===== config.mk =====
export PLATFORM = sky130hd
export DESIGN_NAME = life_engine_gen2
export DESIGN_NICKNAME = d
export VERILOG_FILES = /design/src/rtl/life_pkg.sv /design/src/rtl/life_neighbour_count.sv /design/src/rtl/life_engine_gen2.sv
export SDC_FILE = /design/constraint.sdc
export NUM_CORES = 1
export LEC_CHECK = 0
export ABC_AREA = 1
export CAP_MARGIN = 20
export CELL_PAD_IN_SITES_DETAIL_PLACEMENT = 1
export CELL_PAD_IN_SITES_GLOBAL_PLACEMENT = 2
export CORE_ASPECT_RATIO = 1.2
export CORE_UTILIZATION = 30
export CTS_BUF_LIST = sky130_fd_sc_hd__clkbuf_8
export DETAILED_ROUTE_END_ITERATION = 8
export DONT_BUFFER_PORTS = 1
export HOLD_SLACK_MARGIN = 0.02
export PLACE_DENSITY = 0.73
export SLEW_MARGIN = 20
export SYNTH_ARGS = -nofsm -noshare
export SYNTH_HDL_FRONTEND = slang
export SYNTH_SLANG_ARGS = --single-unit

===== constraint.sdc =====
create_clock -name clk -period 10.7 [get_ports clk]
set_input_delay 0.535 -clock clk [delete_from_list [all_inputs] [get_ports clk]]
set_output_delay 0.535 -clock clk [all_outputs]
set_load 0.02 [all_outputs]

===== src/rtl/life_pkg.sv =====
// -----------------------------------------------------------------------------
// life_pkg
// Shared types and helpers for the Game of Life engine.
//   state_t   : engine control states (IDLE, CALC, SWAP)
//   W/H/SIZE  : board geometry for the default 8x8 build
//   POP_BITS  : width needed to hold a population count of SIZE
//   xy_to_idx : linear cell index, y*W + x, for a board of width 2**bit_w
// -----------------------------------------------------------------------------
package life_pkg;

  typedef enum logic [1:0] {
    IDLE = 2'd0,
    CALC = 2'd1,
    SWAP = 2'd2
  } state_t;

  localparam int unsigned DEF_BIT_W = 3;
  localparam int unsigned DEF_BIT_H = 3;
  localparam int unsigned W         = 1 << DEF_BIT_W;
  localparam int unsigned H         = 1 << DEF_BIT_H;
  localparam int unsigned SIZE      = W * H;
  localparam int unsigned POP_BITS  = DEF_BIT_W + DEF_BIT_H + 1;

  // Row-major index. Because W is a power of two this is a plain
  // concatenation {y, x} once truncated to BIT_W+BIT_H bits.
  function automatic int unsigned xy_to_idx(input int unsigned x,
                                            input int unsigned y,
                                            input int unsigned bit_w);
    return (y << bit_w) | x;
  endfunction

endpackage


===== src/rtl/life_neighbour_count.sv =====
// -----------------------------------------------------------------------------
// life_neighbour_count
// Counts live cells among the 8 neighbours of (x, y). Purely combinational.
//   board : full board, bit index y*W + x
//   x, y  : cell coordinates
//   count : 0..8
// WRAP=0 treats cells beyond the edges as dead; WRAP=1 wraps both axes
// (torus), which falls out of letting the coordinate arithmetic truncate.
// -----------------------------------------------------------------------------
module life_neighbour_count
  import life_pkg::*;
#(
  parameter int BIT_W = 3,
  parameter int BIT_H = 3,
  parameter int WRAP  = 0
) (
  input  logic [(1 << (BIT_W + BIT_H))-1:0] board,
  input  logic [BIT_W-1:0]                  x,
  input  logic [BIT_H-1:0]                  y,
  output logic [3:0]                        count
);

  localparam int IDX_W = BIT_W + BIT_H;

  // One entry per 3x3 position; entry 4 is the cell itself and stays 0.
  logic [8:0] near;

  genvar gi;
  generate
    for (gi = 0; gi < 9; gi++) begin : g_nb
      if (gi == 4) begin : g_self
        assign near[gi] = 1'b0;
      end else begin : g_other
        localparam int DX = (gi % 3) - 1;
        localparam int DY = (gi / 3) - 1;

        logic [BIT_W-1:0] nx;
        logic [BIT_H-1:0] ny;
        logic             in_x;
        logic             in_y;
        logic [IDX_W-1:0] nidx;

        // Adding the all-ones pattern of -1 wraps naturally at the edges.
        assign nx   = x + BIT_W'(DX);
        assign ny   = y + BIT_H'(DY);
        assign in_x = (DX == 0) ? 1'b1 : (DX < 0) ? (x != '0) : (x != '1);
        assign in_y = (DY == 0) ? 1'b1 : (DY < 0) ? (y != '0) : (y != '1);
        assign nidx = IDX_W'(xy_to_idx(32'(nx), 32'(ny), BIT_W));

        if (WRAP != 0) begin : g_torus
          assign near[gi] = board[nidx];
        end else begin : g_flat
          assign near[gi] = in_x && in_y && board[nidx];
        end
      end
    end
  endgenerate

  always_comb begin
    count = 4'd0;
    for (int k = 0; k < 9; k++) begin
      count = count + {3'b000, near[k]};
    end
  end

endmodule


===== src/rtl/life_engine_gen2.sv =====
// -----------------------------------------------------------------------------
// life_engine_gen2
// Double-buffered Conway Game of Life engine running on the pixel clock.
//   clk, rst_n  : pixel clock, asynchronous active-low reset
//   frame_tick  : one-cycle pulse per frame
//   run, rate   : auto-advance every rate+1 frame ticks while run is high
//   step        : one-cycle request for a single generation
//   load, seed  : one-cycle request to copy seed into the displayed board
//   rd_x, rd_y  : display read address; rd_cell is the displayed cell
//   busy        : a generation is being computed or swapped in
//   gen_count   : generations since last load/reset (wraps)
//   population  : live cells in the displayed board
//   stable      : last generation equal to its predecessor
//   extinct     : population is zero
// One cell is evaluated per cycle from the front board into the back board;
// a final SWAP cycle flips the boards so the display never sees a partial
// generation.
// -----------------------------------------------------------------------------
module life_engine_gen2
  import life_pkg::*;
#(
  parameter int BIT_W    = DEF_BIT_W,
  parameter int BIT_H    = DEF_BIT_H,
  parameter int WRAP     = 0,
  parameter int GEN_BITS = 16
) (
  input  logic                              clk,
  input  logic                              rst_n,
  input  logic                              frame_tick,
  input  logic                              run,
  input  logic                              step,
  input  logic [3:0]                        rate,
  input  logic                              load,
  input  logic [(1 << (BIT_W + BIT_H))-1:0] seed,
  input  logic [BIT_W-1:0]                  rd_x,
  input  logic [BIT_H-1:0]                  rd_y,
  output logic                              rd_cell,
  output logic                              busy,
  output logic [GEN_BITS-1:0]               gen_count,
  output logic [BIT_W+BIT_H:0]              population,
  output logic                              stable,
  output logic                              extinct
);

  localparam int IDX_W = BIT_W + BIT_H;
  localparam int CELLS = 1 << IDX_W;
  localparam int POP_W = IDX_W + 1;

  state_t              state_reg, state_next;
  logic [CELLS-1:0]    board_a_reg, board_b_reg;
  logic                front_sel_reg;
  logic [IDX_W-1:0]    idx_reg;
  logic [3:0]          rate_cnt_reg;
  logic [GEN_BITS-1:0] gen_count_reg;
  logic [POP_W-1:0]    pop_reg;
  logic [POP_W-1:0]    pop_acc_reg;
  logic                diff_reg;
  logic                stable_reg;

  logic [CELLS-1:0]    front;
  logic [3:0]          nb_count;
  logic                cur_alive;
  logic                next_alive;
  logic                last_cell;
  logic                rate_hit;
  logic                load_ok;
  logic                start;
  logic [IDX_W-1:0]    rd_idx;

  assign front     = front_sel_reg ? board_b_reg : board_a_reg;
  assign cur_alive = front[idx_reg];
  assign last_cell = &idx_reg;
  assign rate_hit  = (rate_cnt_reg == rate);

  // A load landing on the SWAP cycle is dropped so the swap is never torn.
  assign load_ok = load && (state_reg != SWAP);

  life_neighbour_count #(
    .BIT_W (BIT_W),
    .BIT_H (BIT_H),
    .WRAP  (WRAP)
  ) u_nb (
    .board (front),
    .x     (idx_reg[BIT_W-1:0]),
    .y     (idx_reg[IDX_W-1:BIT_W]),
    .count (nb_count)
  );

  assign next_alive = (cur_alive && (nb_count == 4'd2 || nb_count == 4'd3)) ||
                      (!cur_alive && nb_count == 4'd3);

  // ---------------------------------------------------------------------------
  // Control FSM
  // ---------------------------------------------------------------------------
  always_ff @(posedge clk or negedge rst_n) begin
    if (!rst_n) begin
      state_reg <= IDLE;
    end else begin
      state_reg <= state_next;
    end
  end

  always_comb begin
    state_next = state_reg;
    case (state_reg)
      IDLE: begin
        if (!load && (step || (run && frame_tick && rate_hit))) begin
          state_next = CALC;
        end
      end
      CALC: begin
        if (load) begin
          state_next = IDLE;
        end else if (last_cell) begin
          state_next = SWAP;
        end
      end
      SWAP:    state_next = IDLE;
      default: state_next = IDLE;
    endcase
  end

  assign start = (state_reg == IDLE) && (state_next == CALC);

  // ---------------------------------------------------------------------------
  // Boards, counters and statistics
  // ---------------------------------------------------------------------------
  always_ff @(posedge clk or negedge rst_n) begin
    if (!rst_n) begin
      board_a_reg   <= '0;
      board_b_reg   <= '0;
      front_sel_reg <= 1'b0;
      idx_reg       <= '0;
      rate_cnt_reg  <= '0;
      gen_count_reg <= '0;
      pop_reg       <= '0;
      pop_acc_reg   <= '0;
      diff_reg      <= 1'b0;
      stable_reg    <= 1'b0;
    end else if (load_ok) begin
      // Load wins in IDLE and aborts CALC; the half-written back board is
      // simply overwritten by the next generation.
      if (front_sel_reg) begin
        board_b_reg <= seed;
      end else begin
        board_a_reg <= seed;
      end
      gen_count_reg <= '0;
      pop_reg       <= POP_W'($countones(seed));
      stable_reg    <= 1'b0;
      rate_cnt_reg  <= '0;
    end else begin
      case (state_reg)
        IDLE: begin
          if (start) begin
            idx_reg     <= '0;
            pop_acc_reg <= '0;
            diff_reg    <= 1'b0;
          end
          // Ticks only reach the divider when no step pre-empts them. A
          // counter left above a freshly lowered rate restarts from zero
          // rather than running all the way round.
          if (!step && run && frame_tick) begin
            if (rate_hit || (rate_cnt_reg > rate)) begin
              rate_cnt_reg <= '0;
            end else begin
              rate_cnt_reg <= rate_cnt_reg + 4'd1;
            end
          end
        end
        CALC: begin
          if (front_sel_reg) begin
            board_a_reg[idx_reg] <= next_alive;
          end else begin
            board_b_reg[idx_reg] <= next_alive;
          end
          idx_reg     <= idx_reg + IDX_W'(1);
          pop_acc_reg <= pop_acc_reg + POP_W'(next_alive);
          diff_reg    <= diff_reg | (next_alive != cur_alive);
        end
        SWAP: begin
          front_sel_reg <= ~front_sel_reg;
          gen_count_reg <= gen_count_reg + GEN_BITS'(1);
          pop_reg       <= pop_acc_reg;
          stable_reg    <= ~diff_reg;
        end
        default: ;
      endcase
    end
  end

  // ---------------------------------------------------------------------------
  // Outputs
  // ---------------------------------------------------------------------------
  assign rd_idx     = IDX_W'(xy_to_idx(32'(rd_x), 32'(rd_y), BIT_W));
  assign rd_cell    = front[rd_idx];
  assign busy       = (state_reg != IDLE);
  assign gen_count  = gen_count_reg;
  assign population = pop_reg;
  assign stable     = stable_reg;
  assign extinct    = (pop_reg == '0);

endmodule


[After elaboration in Yosys (flattened, before gate mapping)]
Index checks and enable logic that the tools add are counted.
Operators by class
  add/subtract/negate cells: 78
  $mul: 0
  div/mod/pow operators: 0
  magnitude comparators: 12
  eq/ne operators: 14
  shift operators: 0
  mux-type cells: 53
  bitwise operators: 13
  reduce and logical (&&, ||, !) cells: 46
Operators with widths (number)
  2-to-1 mux 64 bit: 9
  bitwise mux 64 bit: 2
  < comparator 6 x 7 -> 1 bit (second input constant): 10
  adder 1 x 1 -> 2 bit: 33
  binary-select mux 1 bit (select 6 bit): 10
  OR 6 x 3 -> 6 bit: 9
  adder 2 x 2 -> 3 bit: 16
  adder 3 x 3 -> 4 bit: 8
  2-to-1 mux 16 bit: 2
  logical AND 1 bit: 22
  2-to-1 mux 7 bit: 3
  adder 4 x 4 -> 5 bit: 4
  adder 16 x 1 -> 16 bit (second input constant): 1
  adder 4 x 1 -> 4 bit: 4
  2-to-1 mux 4 bit: 4
  2-to-1 mux 1 bit: 14
  one-hot mux 7 bit (2 select lines): 1
  nonzero test 2 bit: 7
  adder 5 x 5 -> 6 bit: 2
  one-hot mux 6 bit (2 select lines): 1
  AND reduction 3 bit: 3
  == test 4 x 2 -> 1 bit (second input constant): 2
  != test 2 bit (second input constant): 4
  adder 6 x 6 -> 7 bit: 1
  29 further kinds: 44
Word-level totals
  register bits: 173
  latch bits: 0
  memory bits (writable): 0
  memory bits (read-only): 0
  bits of input ports: 80
  output and inout port bits: 27
  logic and storage cells: 227
  memories: 0

[Depth between registers and ports, before layout]
  word-level depth: 20
  depth in mapped cells: 36
  mapped depth without buffers: 33

[Cells and area by module]
From an unflattened synthesis, not the netlist that was laid out.
Second synthesis, totals
  cells, all modules: 2473
  area, all modules: 15528.6 sq um
Modules (own cells, without submodules)
  life_engine_gen2: instances 1, cells an instance 2001, area an instance 13157.6 sq um, seq. area each 4329.2 sq um
  life_neighbour_count: instances 1, cells an instance 472, area an instance 2371.0 sq um, seq. area each 0.0 sq um

[Least setup slack after synthesis]
No wires, ideal clock.
  path type: register to register
  start point: register idx_reg[0]
  end point: register pop_acc_reg[6]
  library setup time: 0.077 ns
  data arrival time: 6.259 ns
  required time: 10.623 ns
  setup slack: 4.364 ns
  stages on the path, launching flop included: 34
  path buffers: 5
  clock period less this slack: 6.336 ns
  cells stage by stage: dfrtp_1 inv_2 buf_6 buf_1 ha_1 clkbuf_1 inv_1 clkbuf_1 o21ai_0 o21ai_0 nand2_1 nand3_1 nand3_1 a21oi_1 fa_1 inv_1 fa_1 fa_1 inv_1 ha_1 fa_1 o21ai_0 a21oi_1 nand3_1 nand2_1 buf_2 ha_1 ha_1 inv_1 nor3_1 nand3_1 nor2_1 o21ai_0 a21oi_1
Between the ends
  word-level cells in the longest chain between the ends: 18
  elaborated cells between the ends (all ways): 66
  classes of those cells: add/sub (10); eq/ne (5); mux (22); bitwise (8); reduce/logical (21)
Ends and longest elaborated chain
  start, declared: RTL line life_engine_gen2.sv:52  | logic [IDX_W-1:0] idx_reg;
  start signal, assigned: RTL line life_engine_gen2.sv:177  | idx_reg <= idx_reg + IDX_W'(1);
  adder 3 bit: RTL line life_neighbour_count.sv:44  | assign nx = x + BIT_W'(DX);
  OR 6 x 3 -> 6 bit: RTL line life_pkg.sv:29  | return (y << bit_w) | x;
  binary-select mux 1 bit (select 6 bit): RTL line life_neighbour_count.sv:53  | assign near[gi] = in_x && in_y && board[nidx];
  2-to-1 mux 1 bit (not written as such): RTL line life_neighbour_count.sv:53
  logical AND 1 bit: RTL line life_neighbour_count.sv:53
  adder 1 x 1 -> 2 bit: RTL line life_neighbour_count.sv:62  | count = count + {3'b000, near[k]};
  adder 2 x 1 -> 3 bit: RTL line life_neighbour_count.sv:62
  adder 3 x 1 -> 4 bit: RTL line life_neighbour_count.sv:62
  adder 4 x 1 -> 4 bit (4 in a row): RTL line life_neighbour_count.sv:62
  == test 4 x 2 -> 1 bit (on tied branches): RTL line life_engine_gen2.sv:89, life_engine_gen2.sv:90
  logical OR 1 bit: RTL line life_engine_gen2.sv:89  | assign next_alive = (cur_alive && (nb_count == 4'd2 || nb_count == 4'd3)) ||
  logical AND 1 bit: RTL line life_engine_gen2.sv:89
  logical OR 1 bit: RTL line life_engine_gen2.sv:89
  adder 7 x 1 -> 7 bit: RTL line life_engine_gen2.sv:178  | pop_acc_reg <= pop_acc_reg + POP_W'(next_alive);
  one-hot mux 7 bit (2 select lines): RTL line life_engine_gen2.sv:153  | case (state_reg)
  end signal, assigned: RTL line life_engine_gen2.sv:178
  end, declared: RTL line life_engine_gen2.sv:56  | logic [POP_W-1:0] pop_acc_reg;
Several ways; a longest one is shown, not always the timed one. The select of a mux whose other input is x is not followed.
A chain may end at the register's enable or synchronous reset.

[Worst setup path after layout]
Same ends and word-level chain as after synthesis.

==> flow_metrics.tcl <==
set metrics [dict create \
    status "finished, final reports clean" \
    ys_warn_count 0 \
    async_reset_ff_share_pct 100 \
    period_share_pct 73.2 \
    drv_slew 0 \
    required_ps 11160 \
    hold_class "in -> reg" \
    drt_iter0_drc 948 \
    grt_max_degree 174 \
    cts_made_buffers 17 \
    num-nets-final 2409 \
    syn-instance-count 2319 \
    share_seq_of_total_power_pct 18.0 \
    synthesis.nets 2492 \
    min_period_ps 7830 \
    cts_resized 0 \
    gp_congestion 0.888 \
    totalWireLength_um 59100 \
    max_freq_ghz 0.128 \
    synth.area.top_cells "dfrtp_1, nand2_1, fa_1" \
    path_clk_slew_ps 130 \
    tightestPinTransition_ps 1120 \
    setup_violations 0 \
    drv_cap 0 \
    yosys.area.top_type "dfrtp_1" \
    synth_commonest_cells "nand2_1, o21ai_0, nor2_1" \
    post-synth-top-count-cell "nand2_1" \
    endpoint_kind "register" \
    wl_per_cell_um 20.5 \
    antenna_found_initial 2 \
    utilization_pct 32.3 \
    synth_edf_count 0 \
    grt_pass1_wl_um 92700 \
    synth_area_mm2 0.0147 \
    cp_slowest_cell "inv_1" \
    p_switching_mw 2.67 \
    die_w_um 204 \
    cp_data_arrival_time_ps 8290 \
    swShare_pct 56.7 \
    rows 88 \
    ir_drop_mv 1.14 \
    power.total_mw 4.70 \
    final.setup.tns_ps 0 \
    clkSinkCount 173 \
    cts_setup_buffers 0 \
    cts_tree "done" \
    initial_core_util_pct 30.5 \
    ys.flop_type "dfrtp_1" \
    htreeDepth 4 \
    dpl.cell_count 2845 \
    maxSlewHeadroom_pct 25.1 \
    numPortBuffers 0 \
    insertion_delay_ps 520 \
    p_int_mw 2.03 \
    synthToLayoutAreaGrowth_pct 5.70 \
    vias_per_cell 5.19 \
    p_per_area_mw_per_mm2 302 \
    yosysUniqueCellTypes 42 \
    slowest_delay_ps 720 \
    rsz0062_at_grt "false" \
    power_frac_clock_pct 10.7 \
    grt.overflow.total 0 \
    postSynthAreaPerCell_um2 6.35 \
    drc 0 \
    yosysTopAreaCellShare_pct 29.4 \
    vias 14938 \
    p_leak_nw 7.97 \
    clock_path_buffers 2 \
    ios 107 \
    finClkSkew_ps 35.1 \
    core-area_mm2 0.0482 \
    seq_area_frac_synth_pct 29.4 \
    cts-root-buf "clkbuf_8" \
    die_area_mm2 0.0500 \
    die-height_um 245 \
    drt_pass1_iterations 5 \
    first_global_vias 15336 \
    timing.hold.ws_ps 266 \
    postCtsHoldBufs 1 \
    start_kind "register" \
    final_hold_viol_count 0 \
    critPathMaxFanout 49 \
    p_comb_share_pct 71.3 \
    ys_seq_elements 173 \
    stdcell_count 2880 \
    drive_gt1_share_pct 3.33 \
    critPathKind "reg -> reg" \
    dp_hpwl_um 43800 \
    ant_nets 0 \
    grtUsageTotal_pct 24.4 \
]
worst max-delay path: cells and delay by family (launching register included):
| kind | cells | cell delay [ps] |
|---|---|---|
| compound gates | 7 | 1230 |
| fa+ha+maj | 8 | 2820 |
| flops | 1 | 340 |
| buf+inv | 7 | 2060 |
| simple gates | 8 | 1210 |
metal layers:
metal,share of wire (%),routed length [um],GRT usage [%]
met2,47,27800,39.5
met3,5.0,2950,4.66
met5,0.014,8,0
met4,1.8,1050,5.68
met1,46,27300,33.4
cells in the final DEF (no fill, tap or decap), types with 18 or more instances in the layout:
cell type / n
nor2_1: 207
o21ai_0: 211
dfrtp_1: 172
nand2_1: 963
fa_1: 58
ha_1: 35
inv_1: 181
a21oi_1: 93
nor3_1: 78
buf_4: 18
nand3_1: 102
power groups by stage:
stage | Combinational (mW) | Clock, mW | Sequential, mW
after floorplan | 2.56 | 0 | 0.837
after global placement | 3.35 | 0 | 0.855
after detailed placement | 3.40 | 0 | 0.858
after CTS | 3.43 | 0.517 | 0.846
after global routing | 3.82 | 0.538 | 0.860
final | 3.35 | 0.503 | 0.845
final timing paths:
path | endpoint | slack (ps) | depth (start not counted) | start
max | pop_acc_reg[6] | 2870 | 30 | idx_reg[0]
min | board_a_reg[49] | 270 | 4 | seed[49]
max reg2reg | pop_acc_reg[6] | 2870 | 30 | idx_reg[0]
min reg2reg | pop_acc_reg[6] | 490 | 1 | pop_acc_reg[6]
max in group asynchronous | board_a_reg[36] | 9210 | 2 | rst_n
min in group asynchronous | gen_count[13] | 630 | 2 | rst_n
stage by stage:
stage,setup WS (ps),instance area (um2)
6_report,2870,15600
5_1_grt,2160,15600
4_1_cts,2930,15500
3_5_place_dp,2960,15100
3_3_place_gp,3060,15100
2_1_floorplan,4360,14700
kinds of logic after synthesis:
| family | after synthesis | share of synthesized area, % |
|---|---|---|
| adder cells (fa/ha/maj) | 93 | 10.9 |
| buffers and inverters | 314 | 8.75 |
| multiplexers | 2 | 0.136 |
| flip-flops | 173 | 29.4 |
| AND/OR/NAND/NOR | 1381 | 37.8 |
| XOR/XNOR | 8 | 0.476 |
| AO/OA/AOI/OAI | 348 | 12.6 |
cell type report:
cell class / instances / area (um2)
clock inverters: 15 / 195
well taps: 630 / 788
flip-flops and latches: 173 / 4330
multi-input cells: 1832 / 9110
repair buffers: 20 / 173
inverters: 192 / 724
fillers: 6305 / 32700
diodes: 1 / 2.50
clock buffers: 17 / 234
Note: power is estimated with default switching activity, not from simulation.
